--- src/rtl/command_executor.sv ---
// command_executor: executes decoded parser commands against the text RAM; owns cursor and scroll origin.
// Optional build macro AUTO_WRAP_EN enables deferred auto-wrap at the last column.
// commandType codes: 0 INPUT, 1 IND, 2 NEL, 3 RI, 4 CUU, 5 CUD, 6 CUF, 7 CUB, 8 CUP.
module command_executor #(
    parameter int COLS   = 80,
    parameter int ROWS   = 24,
    parameter int COL_W  = $clog2(COLS),
    parameter int ROW_W  = $clog2(ROWS),
    parameter int ADDR_W = $clog2(ROWS*COLS)
) (
    input  logic              clk,
    input  logic              rst,
    input  logic              commandReady,
    input  logic [3:0]        commandType,
    input  logic [7:0]        Pn1,
    input  logic [7:0]        Pn2,
    input  logic [7:0]        Pchar,
    output logic              ramWe,
    output logic [ADDR_W-1:0] ramAddr,
    output logic [7:0]        ramData,
    output logic [ROW_W-1:0]  cursorRow,
    output logic [COL_W-1:0]  cursorCol,
    output logic [ROW_W-1:0]  topLine,
    output logic              busy,
    output logic              overflow
);
    localparam logic [3:0] CMD_INPUT = 4'd0;
    localparam logic [3:0] CMD_IND   = 4'd1;
    localparam logic [3:0] CMD_NEL   = 4'd2;
    localparam logic [3:0] CMD_RI    = 4'd3;
    localparam logic [3:0] CMD_CUU   = 4'd4;
    localparam logic [3:0] CMD_CUD   = 4'd5;
    localparam logic [3:0] CMD_CUF   = 4'd6;
    localparam logic [3:0] CMD_CUB   = 4'd7;
    localparam logic [3:0] CMD_CUP   = 4'd8;

    localparam logic [ROW_W-1:0] ROW_LAST = ROW_W'(ROWS - 1);
    localparam logic [COL_W-1:0] COL_LAST = COL_W'(COLS - 1);
    localparam logic [COL_W:0]   CLR_END  = (COL_W+1)'(COLS);

    typedef enum logic [1:0] {S_IDLE, S_EXEC, S_CLEAR} state_t;

    state_t              state_q, state_d;
    logic                buf_valid_q, buf_valid_d;
    logic [3:0]          buf_type_q, buf_type_d;
    logic [7:0]          buf_pn1_q, buf_pn1_d, buf_pn2_q, buf_pn2_d, buf_char_q, buf_char_d;
    logic [ROW_W-1:0]    row_q, row_d, top_q, top_d;
    logic [COL_W-1:0]    col_q, col_d;
    logic                wrap_q, wrap_d;
    logic                we_q, we_d, busy_q, busy_d, ovf_q, ovf_d;
    logic [ADDR_W-1:0]   addr_q, addr_d, clr_base_q, clr_base_d, pend_addr_q, pend_addr_d;
    logic [7:0]          data_q, data_d, pend_data_q, pend_data_d;
    logic [COL_W:0]      clr_cnt_q, clr_cnt_d;
    logic                pend_q, pend_d;

    // Execution results for the buffered command
    logic [8:0]          n1, n2, row9, col9, cud_sum, cuf_sum;
    logic                printable;
    logic [ROW_W-1:0]    ex_row, ex_top, ex_clr_row, wr_row;
    logic [COL_W-1:0]    ex_col, wr_col;
    logic                ex_wrap, ex_we, ex_scroll, ex_defer, do_ind, do_ri, wrap_write;
    logic [ADDR_W-1:0]   ex_addr, ex_clr_base;

    function automatic logic [ADDR_W-1:0] phys_addr(input logic [ROW_W-1:0] r,
                                                    input logic [ROW_W-1:0] t,
                                                    input logic [COL_W-1:0] c);
        logic [ROW_W:0] s;
        s = {1'b0, r} + {1'b0, t};
        if (s >= (ROW_W+1)'(ROWS))
            s = s - (ROW_W+1)'(ROWS);
        return ADDR_W'(s) * ADDR_W'(COLS) + ADDR_W'(c);
    endfunction

    assign n1        = (buf_pn1_q == 8'd0) ? 9'd1 : {1'b0, buf_pn1_q};
    assign n2        = (buf_pn2_q == 8'd0) ? 9'd1 : {1'b0, buf_pn2_q};
    assign row9      = 9'(row_q);
    assign col9      = 9'(col_q);
    assign cud_sum   = row9 + n1;
    assign cuf_sum   = col9 + n1;
    assign printable = (buf_char_q >= 8'h20) && (buf_char_q <= 8'h7E);

    always_comb begin
        ex_row     = row_q;
        ex_col     = col_q;
        ex_top     = top_q;
        ex_wrap    = wrap_q;
        ex_we      = 1'b0;
        ex_scroll  = 1'b0;
        ex_clr_row = top_q;
        ex_defer   = 1'b0;
        do_ind     = 1'b0;
        do_ri      = 1'b0;
        wrap_write = 1'b0;
        wr_row     = row_q;
        wr_col     = col_q;
        case (buf_type_q)
            CMD_INPUT: begin
                if (printable) begin
`ifdef AUTO_WRAP_EN
                    if (wrap_q) begin
                        do_ind     = 1'b1;
                        wrap_write = 1'b1;
                        ex_wrap    = 1'b0;
                        ex_col     = COL_W'(1);
                    end else begin
                        ex_we = 1'b1;
                        if (col_q == COL_LAST)
                            ex_wrap = 1'b1;
                        else
                            ex_col = col_q + COL_W'(1);
                    end
`else
                    ex_we = 1'b1;
                    if (col_q != COL_LAST)
                        ex_col = col_q + COL_W'(1);
`endif
                end else if (buf_char_q == 8'h0D) begin
                    ex_col  = '0;
                    ex_wrap = 1'b0;
                end else if (buf_char_q == 8'h0A) begin
                    do_ind = 1'b1;
                end else if (buf_char_q == 8'h08) begin
                    ex_col  = (col_q == '0) ? '0 : col_q - COL_W'(1);
                    ex_wrap = 1'b0;
                end
            end
            CMD_IND: do_ind = 1'b1;
            CMD_NEL: begin
                ex_col  = '0;
                ex_wrap = 1'b0;
                do_ind  = 1'b1;
            end
            CMD_RI:  do_ri = 1'b1;
            CMD_CUU: begin
                ex_row  = (n1 > row9) ? '0 : ROW_W'(row9 - n1);
                ex_wrap = 1'b0;
            end
            CMD_CUD: begin
                ex_row  = (cud_sum > 9'(ROW_LAST)) ? ROW_LAST : ROW_W'(cud_sum);
                ex_wrap = 1'b0;
            end
            CMD_CUF: begin
                ex_col  = (cuf_sum > 9'(COL_LAST)) ? COL_LAST : COL_W'(cuf_sum);
                ex_wrap = 1'b0;
            end
            CMD_CUB: begin
                ex_col  = (n1 > col9) ? '0 : COL_W'(col9 - n1);
                ex_wrap = 1'b0;
            end
            CMD_CUP: begin
                ex_row  = (n1 >= 9'(ROWS)) ? ROW_LAST : ROW_W'(n1 - 9'd1);
                ex_col  = (n2 >= 9'(COLS)) ? COL_LAST : COL_W'(n2 - 9'd1);
                ex_wrap = 1'b0;
            end
            default: ;
        endcase
        // Scroll up clears the old top row, which becomes the new bottom line
        if (do_ind) begin
            if (row_q != ROW_LAST) begin
                ex_row = row_q + ROW_W'(1);
            end else begin
                ex_scroll  = 1'b1;
                ex_clr_row = top_q;
                ex_top     = (top_q == ROW_LAST) ? '0 : top_q + ROW_W'(1);
            end
        end
        if (do_ri) begin
            if (row_q != '0) begin
                ex_row = row_q - ROW_W'(1);
            end else begin
                ex_scroll  = 1'b1;
                ex_top     = (top_q == '0) ? ROW_LAST : top_q - ROW_W'(1);
                ex_clr_row = ex_top;
            end
        end
        // A wrapped character lands after the clear so it is not erased by it
        if (wrap_write) begin
            wr_row = ex_row;
            wr_col = '0;
            if (ex_scroll)
                ex_defer = 1'b1;
            else
                ex_we = 1'b1;
        end
    end

    assign ex_addr     = phys_addr(wr_row, ex_top, wr_col);
    assign ex_clr_base = phys_addr(ex_clr_row, '0, '0);

    always_ff @(posedge clk or negedge rst) begin
        if (!rst)
            state_q <= S_IDLE;
        else
            state_q <= state_d;
    end

    always_comb begin
        state_d = state_q;
        case (state_q)
            S_IDLE:  if (buf_valid_q || commandReady) state_d = S_EXEC;
            S_EXEC:  state_d = ex_scroll ? S_CLEAR : S_IDLE;
            S_CLEAR: if (clr_cnt_q == CLR_END && !pend_q) state_d = S_IDLE;
            default: state_d = S_IDLE;
        endcase
    end

    always_comb begin
        buf_valid_d = buf_valid_q;
        buf_type_d  = buf_type_q;
        buf_pn1_d   = buf_pn1_q;
        buf_pn2_d   = buf_pn2_q;
        buf_char_d  = buf_char_q;
        row_d       = row_q;
        col_d       = col_q;
        top_d       = top_q;
        wrap_d      = wrap_q;
        we_d        = 1'b0;
        addr_d      = addr_q;
        data_d      = data_q;
        ovf_d       = ovf_q;
        clr_base_d  = clr_base_q;
        clr_cnt_d   = clr_cnt_q;
        pend_d      = pend_q;
        pend_addr_d = pend_addr_q;
        pend_data_d = pend_data_q;
        if (state_q == S_EXEC) begin
            buf_valid_d = 1'b0;
            row_d       = ex_row;
            col_d       = ex_col;
            top_d       = ex_top;
            wrap_d      = ex_wrap;
            if (ex_we) begin
                we_d   = 1'b1;
                addr_d = ex_addr;
                data_d = buf_char_q;
            end
            // Column 0 of the exposed row is written here; CLEAR covers the rest
            if (ex_scroll) begin
                we_d        = 1'b1;
                addr_d      = ex_clr_base;
                data_d      = 8'h20;
                clr_base_d  = ex_clr_base;
                clr_cnt_d   = (COL_W+1)'(1);
                pend_d      = ex_defer;
                pend_addr_d = ex_addr;
                pend_data_d = buf_char_q;
            end
        end else if (state_q == S_CLEAR) begin
            if (clr_cnt_q != CLR_END) begin
                we_d      = 1'b1;
                addr_d    = clr_base_q + ADDR_W'(clr_cnt_q);
                data_d    = 8'h20;
                clr_cnt_d = clr_cnt_q + (COL_W+1)'(1);
            end else if (pend_q) begin
                we_d   = 1'b1;
                addr_d = pend_addr_q;
                data_d = pend_data_q;
                pend_d = 1'b0;
            end
        end
        if (commandReady) begin
            if (!buf_valid_q) begin
                buf_valid_d = 1'b1;
                buf_type_d  = commandType;
                buf_pn1_d   = Pn1;
                buf_pn2_d   = Pn2;
                buf_char_d  = Pchar;
            end else begin
                ovf_d = 1'b1;
            end
        end
        busy_d = buf_valid_d || (state_d != S_IDLE);
    end

    always_ff @(posedge clk or negedge rst) begin
        if (!rst) begin
            buf_valid_q <= 1'b0;
            buf_type_q  <= '0;
            buf_pn1_q   <= '0;
            buf_pn2_q   <= '0;
            buf_char_q  <= '0;
            row_q       <= '0;
            col_q       <= '0;
            top_q       <= '0;
            wrap_q      <= 1'b0;
            we_q        <= 1'b0;
            addr_q      <= '0;
            data_q      <= '0;
            busy_q      <= 1'b0;
            ovf_q       <= 1'b0;
            clr_base_q  <= '0;
            clr_cnt_q   <= '0;
            pend_q      <= 1'b0;
            pend_addr_q <= '0;
            pend_data_q <= '0;
        end else begin
            buf_valid_q <= buf_valid_d;
            buf_type_q  <= buf_type_d;
            buf_pn1_q   <= buf_pn1_d;
            buf_pn2_q   <= buf_pn2_d;
            buf_char_q  <= buf_char_d;
            row_q       <= row_d;
            col_q       <= col_d;
            top_q       <= top_d;
            wrap_q      <= wrap_d;
            we_q        <= we_d;
            addr_q      <= addr_d;
            data_q      <= data_d;
            busy_q      <= busy_d;
            ovf_q       <= ovf_d;
            clr_base_q  <= clr_base_d;
            clr_cnt_q   <= clr_cnt_d;
            pend_q      <= pend_d;
            pend_addr_q <= pend_addr_d;
            pend_data_q <= pend_data_d;
        end
    end

    assign ramWe     = we_q;
    assign ramAddr   = addr_q;
    assign ramData   = data_q;
    assign cursorRow = row_q;
    assign cursorCol = col_q;
    assign topLine   = top_q;
    assign busy      = busy_q;
    assign overflow  = ovf_q;

endmodule

--- config.mk ---
export PLATFORM = sky130hd
export DESIGN_NAME = command_executor
export DESIGN_NICKNAME = d
export VERILOG_FILES = /design/src/rtl/command_executor.sv
export SDC_FILE = /design/constraint.sdc
export NUM_CORES = 1
export LEC_CHECK = 0
export BUFFER_PORTS_ARGS = -buffer_cell sky130_fd_sc_hd__buf_2
export CORE_ASPECT_RATIO = 0.7
export CORE_MARGIN = 1.5
export CORE_UTILIZATION = 35
export DETAILED_ROUTE_END_ITERATION = 8
export SYNTH_ARGS = -nofsm -noshare
export SYNTH_HDL_FRONTEND = slang
export SYNTH_SLANG_ARGS = --single-unit
--- constraint.sdc ---
create_clock -name clk -period 9.3 [get_ports clk]
set_clock_uncertainty 0.15 [all_clocks]
set_input_delay 1.86 -clock clk [delete_from_list [all_inputs] [get_ports clk]]
set_output_delay 1.86 -clock clk [all_outputs]
set_load 0.02 [all_outputs]
# == Yosys cells after proc, flatten, opt, wreduce, memory -nomap -nowiden ==
# Cells that the tools add are included.
# totals
output_inout_bits,39
in_bits,31
ff_bits,105
wordCells,173
# classes
muxes,74
n_bitwise,1
eq_ne,24
order_cmp,10
mul,2
n_reduce_logical,25
n_addsub,18
# ops
operator,count
two-way mux 8 bit,12
two-way mux 5 bit,15
two-way mux 11 bit,6
two-way mux 7 bit,9
case mux 7 bit (5 select lines),1
"== test 8 x 4 -> 1 bit, second input constant",3
two-way mux 1 bit,23
"== test 4 x 3 -> 1 bit, second input constant",4
zero test 8 bit,2
case mux 5 bit (3 select lines),1
"subtractor 5 x 1 -> 5 bit, second input constant",3
"multiplier 6 x 3 -> 7 bit, second input constant",2
"subtractor 7 x 1 -> 7 bit, second input constant",2
two-way mux 6 bit,2
adder 11 x 7 -> 11 bit,1
adder 11 x 8 -> 11 bit,1
"adder 5 x 1 -> 5 bit, second input constant",2
nonzero test 5 bit,2
adder 5 x 8 -> 9 bit,1
adder 7 x 8 -> 9 bit,1
"> comparator 9 x 5 -> 1 bit, second input constant",1
"> comparator 9 x 7 -> 1 bit, second input constant",1
AND reduction 3 bit,3
"adder 8 x 1 -> 8 bit, second input constant",1
43 further kinds,55

# == Logic depth before layout (Yosys ltp) ==
# Gate-level depths: netlist of the first run.
# depth
word_depth,16
ltp_mapped,26

# == Worst setup path after synthesis of the first run ==
# No wires, ideal clock.
# synth_timing
path_kind,register to register
start,register row_q[1] (netlist: cursorRow[1])
end,register addr_q[10] (netlist: ramAddr[10])
path_buffers,1
arrival_ns,5.741
stages_incl_launch_ff,27
path_slack_ns,3.278
cell_sequence,dfrtp_1 inv_1 ha_1 nor4b_1 and2_1 buf_2 a21oi_1 nand2_1 o221ai_1 ha_1 inv_1 fa_1 nand2b_1 nand2b_1 a21oi_1 xnor2_1 ha_1 a211o_1 and2_1 ha_1 fa_1 xor2_1 o2111ai_1 xnor3_1 a21o_1 a21oi_1 o211ai_1
# synth_via
elab_chain_cells,13
word_cells_on_any_way,27
cone_classes,add/sub: 4; mul: 2; order compare: 2; eq/ne: 2; mux: 15; reduce/logical: 2
# synth_rtl
item,line,text
start: declaration,47,"logic [ROW_W-1:0] row_q, row_d, top_q, top_d;"
start signal: assignment,302,row_q <= row_d;
!= test 5 bit,159,if (row_q != ROW_LAST) begin
two-way mux 5 bit,159,
two-way mux 5 bit,158,if (do_ind) begin
two-way mux 5 bit,168,if (row_q != '0) begin
two-way mux 5 bit (*),167,if (do_ri) begin
via ex_top[0],59,"logic [ROW_W-1:0] ex_row, ex_top, ex_clr_row, wr_row;"
adder 5 x 5 -> 6 bit (*),68,"s = {1'b0, r} + {1'b0, t};"
subtractor 6 x 5 -> 6 bit or greater-or-equal comparator 6 x 5 -> 1 bit (tied branches),"70, 69",
two-way mux 6 bit (*),69,if (s >= (ROW_W+1)'(ROWS))
multiplier 6 x 3 -> 7 bit (*),71,return ADDR_W'(s) * ADDR_W'(COLS) + ADDR_W'(c);
adder 11 x 7 -> 11 bit (*),71,
two-way mux 11 bit (*),232,if (ex_we) begin
two-way mux 11 bit (*),238,if (ex_scroll) begin
two-way mux 11 bit (*),226,if (state_q == S_EXEC) begin
end signal: assignment,307,addr_q <= addr_d;
end: declaration,51,"logic [ADDR_W-1:0] addr_q, addr_d, clr_base_q, clr_base_d, pend_addr_q, pend_addr_d;"
# Mark *: on every way through the listed nets, which the timed path passes. The rest lies on a longest branch. The select of a mux whose other input is x is not followed.
# A chain may end at the register's enable or synchronous reset.

# == Final worst setup path of the first run ==
# Same ends and word-level chain as after synthesis.

==> results of run 1 <==
[per-layer routing]
| metal | routed length [um] | global-route usage | vias to the layer above |
|---|---|---|---|
| li1 | - | - | 3659 |
| met1 | 13100 | 0.329 | 3695 |
| met2 | 9980 | 0.278 | 295 |
| met3 | 1960 | 0.0462 | 16 |
| met4 | 221 | 0.0427 | 0 |
| met5 | 0 | 0 | - |
[cell type report]
type | instances | area, um2
multi-input combinational | 784 | 5420
fill | 2423 | 14300
clock buffer | 10 | 229
timing repair buffer | 76 | 400
inverter | 55 | 206
tap | 318 | 398
sequential | 102 | 2550
clock inverter | 6 | 81.3
[cell families after synthesis]
| logic type | after synthesis | share of synthesized area |
|---|---|---|
| AOI/OAI and AO/OA | 269 | 0.217 |
| xor gates and xnor gates | 37 | 0.0402 |
| adders and majority gates | 84 | 0.133 |
| buffers and inverters | 106 | 0.0507 |
| DFF | 102 | 0.304 |
| muxes | 29 | 0.0386 |
| and+or+nand+nor | 365 | 0.216 |
[power by group through the flow]
stage               registers (mW)  clock network (mW)  logic, mW
finish                       0.942               0.411       2.65
floorplan                    0.867                   0       1.99
global placement             0.937                   0       2.60
detailed placement           0.946                   0       2.61
CTS                          0.938               0.423       2.63
global route                 0.980               0.440       2.95
[per-stage QoR]
| step | cells | worst slack, ns |
|---|---|---|
| 4_1_cts | 1351 | 2.54 |
| 6_report | 1351 | 2.51 |
| 2_1_floorplan | 992 | 3.28 |
| 3_5_place_dp | 1335 | 2.56 |
| 3_3_place_gp | 1335 | 2.85 |
| 5_1_grt | 1351 | 1.87 |
[sequential cells by signal, indices dropped and copies added, names as in the netlist, 5 cells and up]
| signal | flops |
|---|---|
| buf_pn2_q | 8 |
| pend_addr_q | 10 |
| cursorCol | 7 |
| ramData | 8 |
| clr_base_q | 7 |
| buf_pn1_q | 8 |
| topLine | 5 |
| clr_cnt_q | 8 |
| cursorRow | 5 |
| pend_data_q | 7 |
| buf_char_q | 8 |
| ramAddr | 11 |
[cells in the mapped netlist (5+ instances only)]
| cell | n |
|---|---|
| sky130_fd_sc_hd__fa_1 | 9 |
| sky130_fd_sc_hd__buf_2 | 7 |
| sky130_fd_sc_hd__nor3_1 | 25 |
| sky130_fd_sc_hd__a221oi_1 | 13 |
| sky130_fd_sc_hd__ha_1 | 75 |
| sky130_fd_sc_hd__nand2_1 | 114 |
| sky130_fd_sc_hd__mux2_2 | 27 |
| sky130_fd_sc_hd__a32oi_1 | 6 |
| sky130_fd_sc_hd__or4_1 | 5 |
| sky130_fd_sc_hd__xnor2_1 | 22 |
| sky130_fd_sc_hd__a21o_1 | 13 |
| sky130_fd_sc_hd__nor2_1 | 84 |
| sky130_fd_sc_hd__or3_1 | 9 |
| sky130_fd_sc_hd__and3_1 | 10 |
| sky130_fd_sc_hd__a211o_1 | 6 |
| sky130_fd_sc_hd__o211ai_1 | 5 |
| sky130_fd_sc_hd__a31oi_1 | 10 |
| sky130_fd_sc_hd__buf_4 | 5 |
| sky130_fd_sc_hd__o31ai_1 | 10 |
| sky130_fd_sc_hd__a211oi_1 | 18 |
| sky130_fd_sc_hd__and2_1 | 9 |
| sky130_fd_sc_hd__o221ai_1 | 5 |
| sky130_fd_sc_hd__a21oi_1 | 71 |
| sky130_fd_sc_hd__nor2b_1 | 23 |
| sky130_fd_sc_hd__clkbuf_1 | 37 |
| sky130_fd_sc_hd__o31a_1 | 5 |
| sky130_fd_sc_hd__nor4_1 | 6 |
| sky130_fd_sc_hd__nand4_1 | 10 |
| sky130_fd_sc_hd__nand2b_1 | 15 |
| sky130_fd_sc_hd__nand3_1 | 22 |
| sky130_fd_sc_hd__o21bai_1 | 6 |
| sky130_fd_sc_hd__xor2_1 | 14 |
| sky130_fd_sc_hd__o21ai_0 | 51 |
| sky130_fd_sc_hd__inv_1 | 55 |
| sky130_fd_sc_hd__nor3b_1 | 9 |
| sky130_fd_sc_hd__dfrtp_1 | 102 |
[path summary, 6_finish.rpt]
| path | to | slack (ns) | depth (start not counted) |
|---|---|---|---|
| max | ramAddr[10] | 2.51 | 23 |
| min | overflow | 0.31 | 1 |
| max reg2reg | ramAddr[10] | 2.51 | 23 |
| min reg2reg | overflow | 0.31 | 1 |
| max in group asynchronous | cursorRow[1] | 6.43 | 2 |
| min in group asynchronous | ramData[7] | 1.28 | 1 |
==> summary.json, run 1 <==
{
  "critPathCaptureType": {"value": "register"},
  "antenna_found_initial": {"value": 0},
  "fp.dieW": {"value": 188, "unit": "um"},
  "crit_slowest_cell": {"value": "sky130_fd_sc_hd__dfrtp_1"},
  "grt_pass1_wl": {"value": 40700, "unit": "um"},
  "finish.net_count": {"value": 1143},
  "synth.yosys.seq_area_share": {"value": 0.304},
  "sw_frac_of_total": {"value": 0.522},
  "fin_util": {"value": 0.394},
  "static-leakage-power": {"value": 4.17, "unit": "nW"},
  "dpl-instance-area": {"value": 0.00898, "unit": "mm2"},
  "worst_path_largest_cell_delay": {"value": 0.56, "unit": "ns"},
  "rr_startpoint": {"value": "cursorRow[1]"},
  "rsz0062_at_grt": {"value": "false"},
  "first_iter_violations": {"value": 611},
  "timing.hold.worst.start": {"value": "overflow"},
  "remaining_drc_errors": {"value": 0},
  "start_kind": {"value": "register"},
  "run_status": {"value": "completed"},
  "synth_top_cells_by_area": {"value": "sky130_fd_sc_hd__dfrtp_1 (30%), sky130_fd_sc_hd__ha_1 (11%), sky130_fd_sc_hd__nand2_1 (5.1%)"},
  "num_antenna_cells": {"value": 0},
  "globalRouteTotalUtil": {"value": 0.207},
  "critPathArrivalTime": {"value": 6.89, "unit": "ns"},
  "cts-buffers-inserted": {"value": 9},
  "synthDominantCellAreaShare": {"value": 0.304},
  "cts.root.buffer_cell": {"value": "sky130_fd_sc_hd__clkbuf_16"},
  "cts_hold_repair.buffers": {"value": 0},
  "worst_skew_pair.late_latency": {"value": 0.37, "unit": "ns"},
  "synth.distinct_cells": {"value": 81},
  "commonest_cells_after_routing_fill_and_taps_aside": {"value": "sky130_fd_sc_hd__nand2_1 (114), sky130_fd_sc_hd__dfrtp_1 (102), sky130_fd_sc_hd__nor2_1 (84)"},
  "hold_slack": {"value": 0.308, "unit": "ns"},
  "worst_slew_margin_rel": {"value": 0.310},
  "clock_pin_slew_on_the_worst_setup_and_hold_paths": {"value": 0.08, "unit": "ns"},
  "power_report.internal_total": {"value": 1.91, "unit": "mW"},
  "cts_sinks": {"value": 102},
  "synth_cells": {"value": 992},
  "dpl.hpwl": {"value": 18900, "unit": "um"},
  "clock_power_share": {"value": 0.103},
  "finalInstanceArea": {"value": 0.00929, "unit": "mm2"},
  "area_growth_syn_to_layout": {"value": 10.7, "unit": "%"},
  "cp_data_required_time": {"value": 9.40, "unit": "ns"},
  "path_class": {"value": "reg -> reg"},
  "overall_power": {"value": 4.01, "unit": "mW"},
  "layout_cell_share_with_drive_strength_beyond_1": {"value": 0.132},
  "power.share.combinational": {"value": 0.662},
  "placementRows": {"value": 47},
  "max_fo_critical_path": {"value": 11},
  "finalCriticalPeriod": {"value": 6.79, "unit": "ns"},
  "netlist.top_cell.by_area": {"value": "sky130_fd_sc_hd__dfrtp_1"},
  "ctsResizeCount": {"value": 0},
  "setup_violations": {"value": 0},
  "syn_area_per_cell": {"value": 8.46, "unit": "um2"},
  "ordered_cell_list_for_the_critical_path": {"value": "inv_1 > ha_1 > nor4b_1 > nand2_1 > nand2_1 > nor2_1 > a311oi_1 > inv_1 > ha_1 > a21o_1 > a21oi_1 > xnor2_1 > ha_1 > a211o_1 > and2_1 > ha_1 > fa_1 > xor2_1 > o2111ai_1 > xnor3_1 > a21o_1 > a21oi_1 > o211ai_1"},
  "grt_start_max_net_pins": {"value": 70},
  "route.detailed.wl_per_inst": {"value": 18.7, "unit": "um"},
  "grt_pass1_vias": {"value": 7164},
  "core-area": {"value": 0.0236, "unit": "mm2"},
  "clock_tree_from_tritoncts": {"value": "built"},
  "mostFrequentLayoutCell": {"value": "sky130_fd_sc_hd__nand2_1"},
  "vdd.ir_drop.worst": {"value": 0.186, "unit": "mV"},
  "htree_levels": {"value": 3},
  "gr-total-overflow": {"value": 0},
  "synth_seq_cells": {"value": 102},
  "synth-async-reset-ratio": {"value": 1.00},
  "cp-startpoint": {"value": "cursorRow[1]"},
  "p_seq_frac": {"value": 0.235},
  "hold_violations": {"value": 0},
  "post-cts-setup-buffer-count": {"value": 0},
  "cp.buffers_inverters": {"value": 2},
  "timing.critical_path.max_delay_family": {"value": "compound AO/OA/AOI/OAI gates"},
  "synth-edff-count": {"value": 0},
  "timing.max_cap.violations": {"value": 0},
  "setup-tns-final": {"value": 0, "unit": "ns"},
  "routed_wl": {"value": 25300, "unit": "um"},
  "die_height": {"value": 133, "unit": "um"},
  "count_of_pins_on_the_block_boundary": {"value": 70},
  "final_antenna_net_count": {"value": 0},
  "synthFlopType": {"value": "sky130_fd_sc_hd__dfrtp_1"},
  "vias_after_detailed_routing": {"value": 7665},
  "synth.net_count": {"value": 1107},
  "drt_pass1_iterations": {"value": 5},
  "min_path_type": {"value": "reg -> reg"},
  "maxSlewViolCount": {"value": 0},
  "post_synth_instance_area": {"value": 0.00840, "unit": "mm2"},
  "start_util": {"value": 0.356},
  "ctsLongestPathBuffers": {"value": 2},
  "net-switching-power": {"value": 2.09, "unit": "mW"},
  "finalCritPeriodShare": {"value": 0.730},
  "power.density_cell_area": {"value": 431, "unit": "mW/mm2"},
  "crit_path_frequent_cell": {"value": "sky130_fd_sc_hd__ha_1"},
  "tightest_slew": {"value": 1.03, "unit": "ns"},
  "yosysWarnings": {"value": 0},
  "detail_route.vias_per_cell": {"value": 5.67},
  "io_port_bufs": {"value": 69},
  "globalplace.congestion": {"value": 0.919},
  "die-area": {"value": 0.0249, "unit": "mm2"},
  "fmax": {"value": 147, "unit": "MHz"}
}
(Power assumes the default switching activity.)
==> inputs of run 2 (changes only) <==
==> constraint.sdc (replaced) <==
create_clock -name clk -period 6.8 [get_ports clk]
set_clock_uncertainty 0.15 [all_clocks]
set_input_delay 1.36 -clock clk [delete_from_list [all_inputs] [get_ports clk]]
set_output_delay 1.36 -clock clk [all_outputs]
set_load 0.02 [all_outputs]
==> summary.json, run 2 (synthesized netlist as in run 1, its figures left out) <==
{
  "number_of_flip_flops_in_the_largest_register": {"value": 11, "change": "unchanged"},
  "maxSlewViolCount": {"value": 0, "change": "unchanged"},
  "vdd.ir_drop.worst": {"value": 0.357, "unit": "mV", "change": "+92%"},
  "power.density_cell_area": {"value": 590, "unit": "mW/mm2", "change": "+37%"},
  "min_path_type": {"value": "reg -> reg"},
  "ordered_cell_list_for_the_critical_path": {"value": "nor4bb_1 > and2_1 > nand3_1 > o221ai_1 > ha_1 > inv_1 > fa_1 > nand2b_1 > nand2b_1 > a21oi_1 > xnor2_1 > ha_1 > a211o_1 > and2_1 > ha_1 > fa_1 > xor2_1 > o2111ai_1 > xnor3_1 > a21o_1 > a21oi_1 > o211ai_1"},
  "critPathCaptureType": {"value": "register"},
  "drt_pass1_iterations": {"value": 6, "change": "+1"},
  "timing.max_cap.violations": {"value": 0, "change": "unchanged"},
  "route.detailed.wl_per_inst": {"value": 18.4, "unit": "um", "change": "-1.6%"},
  "die-area": {"value": 0.0249, "unit": "mm2", "change": "unchanged"},
  "cts_sinks": {"value": 102, "change": "unchanged"},
  "fin_cells": {"value": 1357, "change": "+0.44%"},
  "count_of_pins_on_the_block_boundary": {"value": 70, "change": "unchanged"},
  "finish.net_count": {"value": 1149, "change": "+0.52%"},
  "clock_pin_slew_on_the_worst_setup_and_hold_paths": {"value": 0.08, "unit": "ns", "change": "about the same"},
  "gr-total-overflow": {"value": 0, "change": "unchanged"},
  "globalRouteTotalUtil": {"value": 0.203, "change": "-0.00363"},
  "worst_slew_margin_rel": {"value": 0.307, "change": "-0.00369"},
  "start_kind": {"value": "register"},
  "grt_start_max_net_pins": {"value": 69, "change": "-1.4%"},
  "crit_path_frequent_cell": {"value": "sky130_fd_sc_hd__ha_1"},
  "commonest_cells_after_routing_fill_and_taps_aside": {"value": "sky130_fd_sc_hd__nand2_1 (114), sky130_fd_sc_hd__dfrtp_1 (102), sky130_fd_sc_hd__nor2_1 (84)"},
  "htree_levels": {"value": 3, "change": "unchanged"},
  "path_class": {"value": "reg -> reg"},
  "cts_hold_repair.buffers": {"value": 0, "change": "unchanged"},
  "post-cts-setup-buffer-count": {"value": 0, "change": "unchanged"},
  "fp.dieW": {"value": 188, "unit": "um", "change": "unchanged"},
  "worst_skew_pair.late_latency": {"value": 0.37, "unit": "ns", "change": "about the same"},
  "setup_violations": {"value": 0, "change": "unchanged"},
  "globalplace.congestion": {"value": 0.887, "change": "-3.5%"},
  "ctsResizeCount": {"value": 0, "change": "unchanged"},
  "worst_path_largest_cell_delay": {"value": 0.64, "unit": "ns", "change": "+0.08 ns"},
  "placementRows": {"value": 47, "change": "unchanged"},
  "max_fo_critical_path": {"value": 17, "change": "+6"},
  "final_antenna_net_count": {"value": 0, "change": "unchanged"},
  "fmax": {"value": 160, "unit": "MHz", "change": "+8.6%"},
  "cts.root.buffer_cell": {"value": "sky130_fd_sc_hd__clkbuf_16"},
  "grt_pass1_wl": {"value": 40200, "unit": "um", "change": "-1.2%"},
  "antenna_found_initial": {"value": 0, "change": "unchanged"},
  "die_height": {"value": 133, "unit": "um", "change": "unchanged"},
  "cp_data_required_time": {"value": 6.90, "unit": "ns", "change": "-2.50 ns"},
  "mostFrequentLayoutCell": {"value": "sky130_fd_sc_hd__nand2_1"},
  "finalCritPeriodShare": {"value": 0.919, "change": "+0.190"},
  "finalCriticalPeriod": {"value": 6.25, "unit": "ns", "change": "-0.535 ns"},
  "hold_violations": {"value": 0, "change": "unchanged"},
  "tightest_slew": {"value": 1.04, "unit": "ns", "change": "+0.00532 ns"},
  "ctsLongestPathBuffers": {"value": 2, "change": "unchanged"},
  "vias_after_detailed_routing": {"value": 7628, "change": "-0.48%"},
  "clock_tree_from_tritoncts": {"value": "built"},
  "critPathArrivalTime": {"value": 6.35, "unit": "ns", "change": "-0.54 ns"},
  "r2r_cells": {"value": 22, "change": "-4.3%"},
  "rsz0062_at_grt": {"value": "false"},
  "detail_route.vias_per_cell": {"value": 5.62, "change": "-0.92%"},
  "cts-buffers-inserted": {"value": 9, "change": "unchanged"},
  "static-leakage-power": {"value": 4.20, "unit": "nW", "change": "+0.63%"},
  "run_status": {"value": "completed"},
  "grt_pass1_vias": {"value": 7104, "change": "-0.84%"},
  "routed_wl": {"value": 25000, "unit": "um", "change": "-1.2%"},
  "setup-tns-final": {"value": 0, "unit": "ns", "change": "unchanged"},
  "timing.hold.worst_path_depth": {"value": 1, "change": "unchanged"},
  "first_iter_violations": {"value": 695, "change": "+14%"},
  "crit_slowest_cell": {"value": "sky130_fd_sc_hd__dfrtp_1"},
  "place_inst": {"value": 1341, "change": "+0.45%"},
  "layout_cell_share_with_drive_strength_beyond_1": {"value": 0.139, "change": "+0.00694"},
  "start_util": {"value": 0.356, "change": "unchanged"},
  "num_antenna_cells": {"value": 0, "change": "unchanged"},
  "io_port_bufs": {"value": 69, "change": "unchanged"},
  "remaining_drc_errors": {"value": 0, "change": "unchanged"},
  "core-area": {"value": 0.0236, "unit": "mm2", "change": "unchanged"},
  "dpl.hpwl": {"value": 18800, "unit": "um", "change": "-0.47%"},
  "area_growth_syn_to_layout": {"value": 11.2, "unit": "%"}
}
## run 2: layer usage
metal	routed length, um	share of wire	track usage	up-vias
met5	0	0	0	-
met4	211	0.0084	0.0356	0
met3	1680	0.067	0.0398	19
met2	9870	0.40	0.275	273
met1	13200	0.53	0.328	3662
li1	-	-	-	3674
## run 2: where the power goes
part	internal [mW]	switching, mW	total (mW)	leakage (nW)
sequential	0.851	0.393	1.24	1.29
combinational	1.50	2.22	3.72	2.76
clock	0.265	0.282	0.547	0.148
## run 2: path summary, 6_finish.rpt
path                               startpoint            to  slack (ns)
max in group asynchronous                 rst  cursorRow[4]        4.45
worst max register to register  buf_type_q[1]   ramAddr[10]        0.55
worst max-delay path            buf_type_q[1]   ramAddr[10]        0.55
worst min register to register       overflow      overflow        0.32
min in group asynchronous                 rst         ramWe        0.79
worst min-delay path                 overflow      overflow        0.32
## run 2: through the flow
stage                     total power, mW  worst slack, ns  hold slack, ns  utilization  area, um2
after floorplan                      3.90            0.778           0.287            -       8400
after global placement               4.89            0.720           0.296        0.383       9020
after detailed placement             4.89            0.603           0.304        0.383       9020
after CTS                            5.47            0.591           0.328        0.396       9330
after global routing                 6.02           0.0202           0.355        0.396       9340
final                                5.51            0.549           0.318        0.396       9340
## run 2: final cells by class
| cell class | count | area [um2] |
|---|---|---|
| clock buffers | 9 | 225 |
| clock inverters | 7 | 82.6 |
| fillers | 2359 | 14200 |
| inverters | 55 | 206 |
| multi-input cells | 784 | 5430 |
| flip-flops and latches | 102 | 2550 |
| well taps | 318 | 398 |
| repair buffers | 82 | 445 |
## run 2: critical path: cells and delay by family, from the launching register on
family | cells | cell delay (ns)
flip-flops | 1 | 0.64
adder cells (fa/ha/maj) | 5 | 1.66
AND/OR/NAND/NOR | 6 | 1.56
AO/OA/AOI/OAI | 7 | 1.17
buffers and inverters | 1 | 0.06
XOR/XNOR | 3 | 0.87
